<file path="src/rtl/iter_divider_pkg.sv">
// Shared definitions for the iterative divider.
//   DIV_DATA_WIDTH    : operand/result width
//   DIV_CNT_WIDTH     : iteration counter width, clog2(width)+1
//   div_state_e       : FSM state encoding (IDLE/CALC/FIX/DONE)
//   DIV_ZERO_QUOTIENT : quotient reported for a zero divisor (all ones)
package iter_divider_pkg;

    localparam int DIV_DATA_WIDTH = 32;
    localparam int DIV_CNT_WIDTH  = $clog2(DIV_DATA_WIDTH) + 1;

    typedef enum logic [1:0] {
        ST_IDLE = 2'b00,
        ST_CALC = 2'b01,
        ST_FIX  = 2'b10,
        ST_DONE = 2'b11
    } div_state_e;

    localparam logic [DIV_DATA_WIDTH-1:0] DIV_ZERO_QUOTIENT = '1;

endpackage

</file>
<file path="src/rtl/iter_divider_div_trial_sub.sv">
// Trial subtractor for restoring division.
// Ports:
//   minuend_i    : shifted partial remainder (WIDTH bits)
//   subtrahend_i : zero-extended divisor magnitude (WIDTH bits)
//   diff_o       : minuend_i - subtrahend_i
//   nonneg_o     : 1 when the difference is non-negative
module div_trial_sub
    import iter_divider_pkg::*;
#(
    parameter int WIDTH = DIV_DATA_WIDTH + 1
) (
    input  logic [WIDTH-1:0] minuend_i,
    input  logic [WIDTH-1:0] subtrahend_i,
    output logic [WIDTH-1:0] diff_o,
    output logic             nonneg_o
);

    // The partial remainder is always below the divisor, so the shifted
    // value is below twice the divisor and the true difference lies in
    // (-2^(WIDTH-1), 2^(WIDTH-1)); the top bit is therefore a valid sign.
    assign diff_o   = minuend_i - subtrahend_i;
    assign nonneg_o = ~diff_o[WIDTH-1];

endmodule

</file>
<file path="src/rtl/iter_divider.sv">
// Multi-cycle restoring divider (one quotient bit per clock), signed or
// unsigned, with a zero-divisor fast path.
// Ports:
//   clk, rst        : clock, synchronous active-high reset
//   in_valid/ready  : operand handshake (A, B, is_signed)
//   out_valid/ready : result handshake (Quotient, Remainder, DivZero)
//
// Handshake: a transfer happens on a rising edge where valid and ready are
// both high. in_ready is high only in IDLE; out_valid is high only in DONE.
// Producers hold valid (and data) until the transfer; outputs are stable
// while out_valid is high and out_ready low. Quotient/Remainder/DivZero keep
// their last value after the result is consumed.
module iter_divider
    import iter_divider_pkg::*;
#(
    parameter int DATA_WIDTH = DIV_DATA_WIDTH
) (
    input  logic                  clk,
    input  logic                  rst,
    input  logic                  in_valid,
    output logic                  in_ready,
    input  logic [DATA_WIDTH-1:0] A,
    input  logic [DATA_WIDTH-1:0] B,
    input  logic                  is_signed,
    output logic                  out_valid,
    input  logic                  out_ready,
    output logic [DATA_WIDTH-1:0] Quotient,
    output logic [DATA_WIDTH-1:0] Remainder,
    output logic                  DivZero
);

    localparam int CNT_WIDTH = $clog2(DATA_WIDTH) + 1;
    localparam logic [CNT_WIDTH-1:0] LAST_ITER = CNT_WIDTH'(DATA_WIDTH - 1);

    div_state_e state_q, state_d;

    logic [DATA_WIDTH:0]   rem_q, rem_d;       // partial remainder, one guard bit
    logic [DATA_WIDTH-1:0] quo_q, quo_d;       // dividend / quotient shift register
    logic [DATA_WIDTH-1:0] dvs_q, dvs_d;       // divisor magnitude
    logic                  sign_a_q, sign_a_d;
    logic                  sign_b_q, sign_b_d;
    logic                  signed_q, signed_d;
    logic [CNT_WIDTH-1:0]  cnt_q, cnt_d;

    logic [DATA_WIDTH-1:0] quot_out_q, quot_out_d;
    logic [DATA_WIDTH-1:0] rem_out_q, rem_out_d;
    logic                  dz_q, dz_d;

    logic [DATA_WIDTH-1:0] abs_a, abs_b;
    logic [DATA_WIDTH:0]   rem_shift;
    logic [DATA_WIDTH:0]   trial_diff;
    logic                  trial_nonneg;

    // Magnitudes only for signed operations; the most negative value maps
    // onto itself, which is the correct unsigned magnitude.
    assign abs_a = (is_signed && A[DATA_WIDTH-1]) ? -A : A;
    assign abs_b = (is_signed && B[DATA_WIDTH-1]) ? -B : B;

    // Shift {rem, q} left by one: the dividend MSB enters the remainder.
    assign rem_shift = (rem_q << 1) | {{DATA_WIDTH{1'b0}}, quo_q[DATA_WIDTH-1]};

    div_trial_sub #(
        .WIDTH (DATA_WIDTH + 1)
    ) u_trial_sub (
        .minuend_i    (rem_shift),
        .subtrahend_i ({1'b0, dvs_q}),
        .diff_o       (trial_diff),
        .nonneg_o     (trial_nonneg)
    );

    always_comb begin
        state_d    = state_q;
        rem_d      = rem_q;
        quo_d      = quo_q;
        dvs_d      = dvs_q;
        sign_a_d   = sign_a_q;
        sign_b_d   = sign_b_q;
        signed_d   = signed_q;
        cnt_d      = cnt_q;
        quot_out_d = quot_out_q;
        rem_out_d  = rem_out_q;
        dz_d       = dz_q;

        unique case (state_q)
            ST_IDLE: begin
                if (in_valid) begin
                    dvs_d    = abs_b;
                    sign_a_d = is_signed & A[DATA_WIDTH-1];
                    sign_b_d = is_signed & B[DATA_WIDTH-1];
                    signed_d = is_signed;
                    if (B == '0) begin
                        quot_out_d = DIV_ZERO_QUOTIENT;
                        rem_out_d  = A;
                        dz_d       = 1'b1;
                        state_d    = ST_DONE;
                    end else begin
                        rem_d   = '0;
                        quo_d   = abs_a;
                        cnt_d   = '0;
                        state_d = ST_CALC;
                    end
                end
            end
            ST_CALC: begin
                if (trial_nonneg) begin
                    rem_d = trial_diff;
                    quo_d = {quo_q[DATA_WIDTH-2:0], 1'b1};
                end else begin
                    rem_d = rem_shift;
                    quo_d = {quo_q[DATA_WIDTH-2:0], 1'b0};
                end
                cnt_d = cnt_q + 1'b1;
                if (cnt_q == LAST_ITER) begin
                    state_d = ST_FIX;
                end
            end
            ST_FIX: begin
                // Remainder is always below the divisor, so its guard bit is 0.
                if (signed_q) begin
                    quot_out_d = (sign_a_q ^ sign_b_q) ? -quo_q : quo_q;
                    rem_out_d  = sign_a_q ? -rem_q[DATA_WIDTH-1:0] : rem_q[DATA_WIDTH-1:0];
                end else begin
                    quot_out_d = quo_q;
                    rem_out_d  = rem_q[DATA_WIDTH-1:0];
                end
                dz_d    = 1'b0;
                state_d = ST_DONE;
            end
            ST_DONE: begin
                if (out_ready) begin
                    state_d = ST_IDLE;
                end
            end
            default: begin
                state_d = ST_IDLE;
            end
        endcase
    end

    always_ff @(posedge clk) begin
        if (rst) begin
            state_q    <= ST_IDLE;
            rem_q      <= '0;
            quo_q      <= '0;
            dvs_q      <= '0;
            sign_a_q   <= 1'b0;
            sign_b_q   <= 1'b0;
            signed_q   <= 1'b0;
            cnt_q      <= '0;
            quot_out_q <= '0;
            rem_out_q  <= '0;
            dz_q       <= 1'b0;
        end else begin
            state_q    <= state_d;
            rem_q      <= rem_d;
            quo_q      <= quo_d;
            dvs_q      <= dvs_d;
            sign_a_q   <= sign_a_d;
            sign_b_q   <= sign_b_d;
            signed_q   <= signed_d;
            cnt_q      <= cnt_d;
            quot_out_q <= quot_out_d;
            rem_out_q  <= rem_out_d;
            dz_q       <= dz_d;
        end
    end

    assign in_ready  = (state_q == ST_IDLE);
    assign out_valid = (state_q == ST_DONE);
    assign Quotient  = quot_out_q;
    assign Remainder = rem_out_q;
    assign DivZero   = dz_q;

endmodule

</file>
<file path="config.mk">
export PLATFORM = sky130hd
export DESIGN_NAME = iter_divider
export DESIGN_NICKNAME = d
export VERILOG_FILES = /design/src/rtl/iter_divider_pkg.sv /design/src/rtl/iter_divider_div_trial_sub.sv /design/src/rtl/iter_divider.sv
export SDC_FILE = /design/constraint.sdc
export NUM_CORES = 1
export LEC_CHECK = 0
export CELL_PAD_IN_SITES_DETAIL_PLACEMENT = 1
export CELL_PAD_IN_SITES_GLOBAL_PLACEMENT = 2
export CORE_AREA = 2 2 258 133
export CTS_CLUSTER_DIAMETER = 50
export DETAILED_ROUTE_END_ITERATION = 6
export DIE_AREA = 0 0 260 135
export GPL_ROUTABILITY_DRIVEN = 0
export PLACE_DENSITY_LB_ADDON = 0.1
export SYNTH_ARGS = -nofsm -noshare
export SYNTH_HDL_FRONTEND = slang
export SYNTH_SLANG_ARGS = --single-unit
</file>
<file path="constraint.sdc">
create_clock -name clk -period 4.4 [get_ports clk]
set_clock_uncertainty 0.05 [all_clocks]
set_input_delay 0.88 -clock clk [delete_from_list [all_inputs] [get_ports clk]]
set_output_delay 0.88 -clock clk [all_outputs]
set_load 0.005 [all_outputs]
</file>
# ---- Yosys cells after proc, flatten, opt, wreduce, memory -nomap -nowiden
# Cells that the tools add are included.
dict set report word_totals {
  output_inout_bits 67
  regBits 172
}
dict set report classes {
  add_sub_neg 6
  bitwise_logic 4
  reduce_logical 10
  n_eq_ne 9
  muxes 31
}
# op count
set ops {}
lappend ops {{two-way mux 32 bit} 15}
lappend ops {{case mux 32 bit (2 select lines)} 4}
lappend ops {{negator 32 bit} 4}
lappend ops {{OR 33 x 1 -> 33 bit} 1}
lappend ops {{subtractor 33 x 32 -> 33 bit} 1}
lappend ops {{zero test 32 bit} 1}
lappend ops {{two-way mux 6 bit} 2}
lappend ops {{case mux 6 bit (2 select lines)} 1}
lappend ops {{AND reduction 3 bit} 3}
lappend ops {{two-way mux 2 bit} 4}
lappend ops {{case mux 2 bit (4 select lines)} 1}
lappend ops {{adder 6 x 1 -> 6 bit (second input constant)} 1}
lappend ops {{== test 6 x 5 -> 1 bit (second input constant)} 1}
lappend ops {{inequality test 2 bit (second input constant)} 3}
lappend ops {{== test 2 bit (second input constant)} 2}
lappend ops {{inequality test 2 x 1 -> 1 bit (second input constant)} 2}
lappend ops {{nonzero test 2 bit} 2}
lappend ops {{two-way mux 1 bit} 3}
lappend ops {{AND 1 bit} 2}
lappend ops {{== test 2 x 1 -> 1 bit (second input constant)} 1}
lappend ops {{logical AND 1 bit} 2}
lappend ops {{zero test 2 bit} 1}
lappend ops {{case mux 1 bit (2 select lines)} 1}
lappend ops {{AND reduction 2 bit} 1}
lappend ops {{bitwise XOR 1 bit} 1}

# ---- Depth between registers and ports, before layout
dict set report depth {
  ltp_word 5
  depth_mapped 15
}

# ---- Cells and area by module
# Synthesis repeated with hierarchy kept, for this count alone.
dict set report hier_totals {
  hier_cells 1564
  area_unflattened_um2 12166.7
}
# mod seq_area_each_um2 instances cells_per_inst area_per_inst_um2
set modules_own_cells {}
lappend modules_own_cells {iter_divider 3443.3 1 1257 10080.9}
lappend modules_own_cells {div_trial_sub 0.0 1 307 2085.8}

# ---- Worst setup path after synthesis
# OpenSTA, ideal clock, no wires.
dict set report synth_path {
  kind {register -> register}
  from {reg quo_q[31]}
  to {reg rem_q[18]}
  synth_period_minus_slack_ps 3012
  setup_time_ps 79
  arrival_ps 2883
  path_stages_with_launch 15
  path_slack_ps 1388
  t_required_ps 4271
  path_cell_list {dfxtp_1 > inv_1 > ha_1 > fa_1 > nand2b_1 > a21o_1 > a31oi_1 > a41o_1 > a21o_1 > a211o_1 > nand3_1 > and2_1 > buf_2 > buf_6 > o211ai_1}
}
dict set report synth_between {
  elab_chain_cells 4
}
# item line
set synth_rtl {}
lappend synth_rtl {{start: declaration} iter_divider.sv:38} ;# logic [DATA_WIDTH-1:0] quo_q, quo_d;
lappend synth_rtl {{start signal: assignment} iter_divider.sv:156} ;# quo_q <= quo_d;
lappend synth_rtl {{OR 33 x 1 -> 33 bit} iter_divider.sv:60} ;# assign rem_shift = (rem_q << 1) | {{DATA_WIDTH{1'b0}}, quo_q[DATA_WIDTH-1]};
lappend synth_rtl {{subtractor 33 x 32 -> 33 bit} iter_divider_div_trial_sub.sv:21} ;# assign diff_o = minuend_i - subtrahend_i;
lappend synth_rtl {{two-way mux 32 bit} iter_divider.sv:105} ;# if (trial_nonneg) begin
lappend synth_rtl {{case mux 32 bit (2 select lines)} iter_divider.sv:84} ;# unique case (state_q)
lappend synth_rtl {{end signal: assignment} iter_divider.sv:155} ;# rem_q <= rem_d;
lappend synth_rtl {{end: declaration} iter_divider.sv:37} ;# logic [DATA_WIDTH:0] rem_q, rem_d;
# Every way passes these cells.
# A chain may end at the register's enable or synchronous reset.

# ---- Worst setup path after layout
dict set report layout_path {
  from {reg quo_q[31]}
  to {reg rem_q[13]}
}
# The elaborated chain is that of the path after synthesis.

==> results <==
-- power by group through the flow --
stage	clock network, mW	logic [mW]	registers [mW]
final	1.69	2.71	2.05
after detailed placement	0	2.67	2.09
after global routing	1.79	3.00	2.09
after CTS	1.73	2.70	2.05
after floorplan	0	1.79	2.00
after global placement	0	2.62	2.08
-- worst max-delay path, delay by kind of cell, from the launching register on --
kind | cells | cell delay (ns)
buf+inv | 2 | 0.42
simple gates | 3 | 0.73
fa+ha+maj | 2 | 0.68
compound gates | 6 | 1.69
flops | 1 | 0.43
-- cell families after synthesis --
logic type      after synthesis  synth area share
compound gates              445             0.253
flops                       172             0.305
simple gates                536             0.221
buf+inv                     158            0.0579
xor+xnor                    147             0.114
mux                           2           0.00188
fa+ha+maj                    42            0.0472
-- synthesized netlist by cell type (4+ instances only) --
master and instances:
a22oi_1 32, nor3_1 20, nand2b_1 8, a311oi_1 25, ha_1 41, and2_1 8, or3_1 10, nand3b_1 4
nor2b_1 4, xnor2_1 70, and3_1 9, clkbuf_1 75, o21ai_0 79, dfxtp_1 172, nor4_1 12, or4_1 10
nor2_1 135, inv_1 55, nand4_1 33, xor2_1 77, o21a_1 8, a31oi_1 9, a221oi_1 4, a21oi_1 147
a211oi_1 36, buf_6 5, o41ai_1 11, nand2_1 242, a21o_1 13, o211ai_1 32, o21bai_1 4, o31ai_1 17
buf_2 19, nand3_1 14
-- worst max path at each step --
stage | from | to | slack (ns) | depth (start not counted)
2_1_floorplan | quo_q[31] | rem_q[18] | 1.39 | 14
3_3_place_gp | A[9] | quo_q[29] | 0.40 | 11
3_5_place_dp | A[9] | quo_q[29] | 0.29 | 11
4_1_cts | quo_q[31] | rem_q[13] | 0.44 | 13
5_1_grt | quo_q[31] | rem_q[20] | 0.26 | 13
6_report | quo_q[31] | rem_q[13] | 0.32 | 13
-- metrics by stage --
step / utilization / total power, mW / hold WS, ns / setup WS (ns) / area (um2)
3_5_place_dp: 0.401 / 4.75 / 0.429 / 0.287 / 13100
2_1_floorplan: - / 3.79 / 0.390 / 1.39 / 11300
4_1_cts: 0.421 / 6.48 / 0.439 / 0.439 / 13700
5_1_grt: 0.421 / 6.89 / 0.458 / 0.261 / 13700
3_3_place_gp: 0.401 / 4.70 / 0.415 / 0.404 / 13100
6_report: 0.421 / 6.46 / 0.439 / 0.318 / 13700
-- registers in the layout, indices dropped and copies added (netlist names), 2 cells and up --
name       flops
dvs_q         32
quo_q         32
rem_q         32
Remainder     32
cnt_q          6
Quotient      32
state_q        2
-- routing by layer --
metal	global-route usage	routed length, um	vias up
li1	-	-	5516
met1	0.387	23100	5631
met2	0.320	16100	267
met3	0.0664	3170	33
met4	0.0533	440	0
met5	0	0	-
-- cell type report --
cell class / count / area, um2 / area share
inverters: 56 / 210 / 0.0153
clock inverters: 10 / 164 / 0.0119
multi-input cells: 1172 / 7220 / 0.526
well taps: 441 / 552 / 0.0402
repair buffers: 170 / 1670 / 0.122
clock buffers: 21 / 460 / 0.0335
flip-flops and latches: 172 / 3440 / 0.251
==> flow_summary.json <==
{
  "status": "completed",
  "worstSkewPairLatency_ns": 0.46,
  "rsz0062_at_grt": "false",
  "post_cts_resized": 0,
  "max-vdd-ir-drop_mv": 0.250,
  "vias": 11400,
  "dp_cells": 2011,
  "intPower_mw": 3.79,
  "syn_to_final_growth_pct": 21.5,
  "start_util": 0.346,
  "synth.avg_cell_area_um2": 7.52,
  "hp-start": "sign_b_q",
  "detail_route.wirelength_mm": 42.9,
  "htree_levels": 4,
  "layout_commonest_cell": "nand2_1",
  "fin_crit_ns": 4.08,
  "cp_slowest_cell": "dfxtp_1",
  "cp_common_cell": "a21o_1",
  "p_switching_mw": 2.67,
  "drive_gt1_frac": 0.0593,
  "holdPathStages": 2,
  "combPwrFrac": 0.420,
  "io_buffer_count": 135,
  "regToRegSetupSlack_ns": 0.32,
  "cts.sinks": 172,
  "cts_buffer_depth": 2,
  "synth_seq_cells": 172,
  "hpwl_mm": 32.8,
  "nFillCells": 3942,
  "hold_class": "flop to flop",
  "synth_edf_count": 0,
  "synth_top_area_cell": "dfxtp_1",
  "drt_iter0_markers": 897,
  "die_w_um": 260,
  "vias_per_cell": 5.61,
  "ios": 136,
  "fin_crit_sh": 0.928,
  "cts_setup_buffers": 0,
  "track_usage": 0.246,
  "core_um2": 32600,
  "syn_inst": 1502,
  "grt_max_degree": 73,
  "design.die.area_um2": 35100,
  "rows": 47,
  "max_stage_delay_ns": 0.43,
  "slew_headroom": 0.402,
  "synthTopCellsByArea": "dfxtp_1 30%, nand2_1 8.0%, a21oi_1 6.5%",
  "r2r-end": "rem_q[13]",
  "cp.arrival_ns": 4.40,
  "cts-root-buf": "clkbuf_16",
  "firstDrtPassIters": 5,
  "cts_made_buffers": 17,
  "reg2reg_from": "quo_q[31]",
  "antenna_found_initial": 0,
  "setup-tns-final_ns": 0,
  "layout.cells.non_filler": 2042,
  "grt_pass1_vias": 11100,
  "synth_top_area_frac": 0.305,
  "cp_data_required_time_ns": 4.72,
  "path_class": "flop to flop",
  "p_seq_frac": 0.318,
  "final_max_slew_viol_count": 0,
  "final_cell_mix": "242 x nand2_1, 172 x dfxtp_1, 147 x a21oi_1",
  "syn_nets": 1613,
  "die_y_um": 135,
  "swShare": 0.413,
  "async_flop_share": 0,
  "grt-ovfl-total": 0,
  "rr_worst_depth": 13,
  "postRouteAntennaNets": 0,
  "grt_first_pass_wirelength_mm": 66.5,
  "setup_viol": 0,
  "max_cap_violations": 0,
  "antenna_cells": 0,
  "seq_area_frac_synth": 0.305,
  "syn-cell-area_um2": 11300,
  "synth_warnings": 0,
  "path_clk_slew_ns": 0.07,
  "hold_viol_final": 0,
  "critPathCaptureType": "flop",
  "tightest_slew_ns": 0.885,
  "critPathLaunchType": "flop",
  "critical_path.cell_chain": "inv_1 -> ha_1 -> fa_1 -> nand2b_1 -> a21o_1 -> a31oi_1 -> a41o_1 -> a21o_1 -> a211o_1 -> nand3_1 -> and2_1 -> buf_4 -> o211ai_1",
  "synth_flop_cell": "dfxtp_1",
  "cts_tree": "built",
  "synth.distinct_cells": 74,
  "leakagePower_nw": 4.89,
  "ctsHoldBuffers": 0,
  "drc": 0,
  "routedWlPerCell_um": 21.0,
  "power_density_nw_per_um2": 471,
  "max_freq_mhz": 245,
  "holdPathEnd": "sign_b_q",
  "clockPowerShare": 0.262,
  "crit_path_max_fanout": 29,
  "nNetsFinal": 1700
}
(Power assumes the default switching activity.)
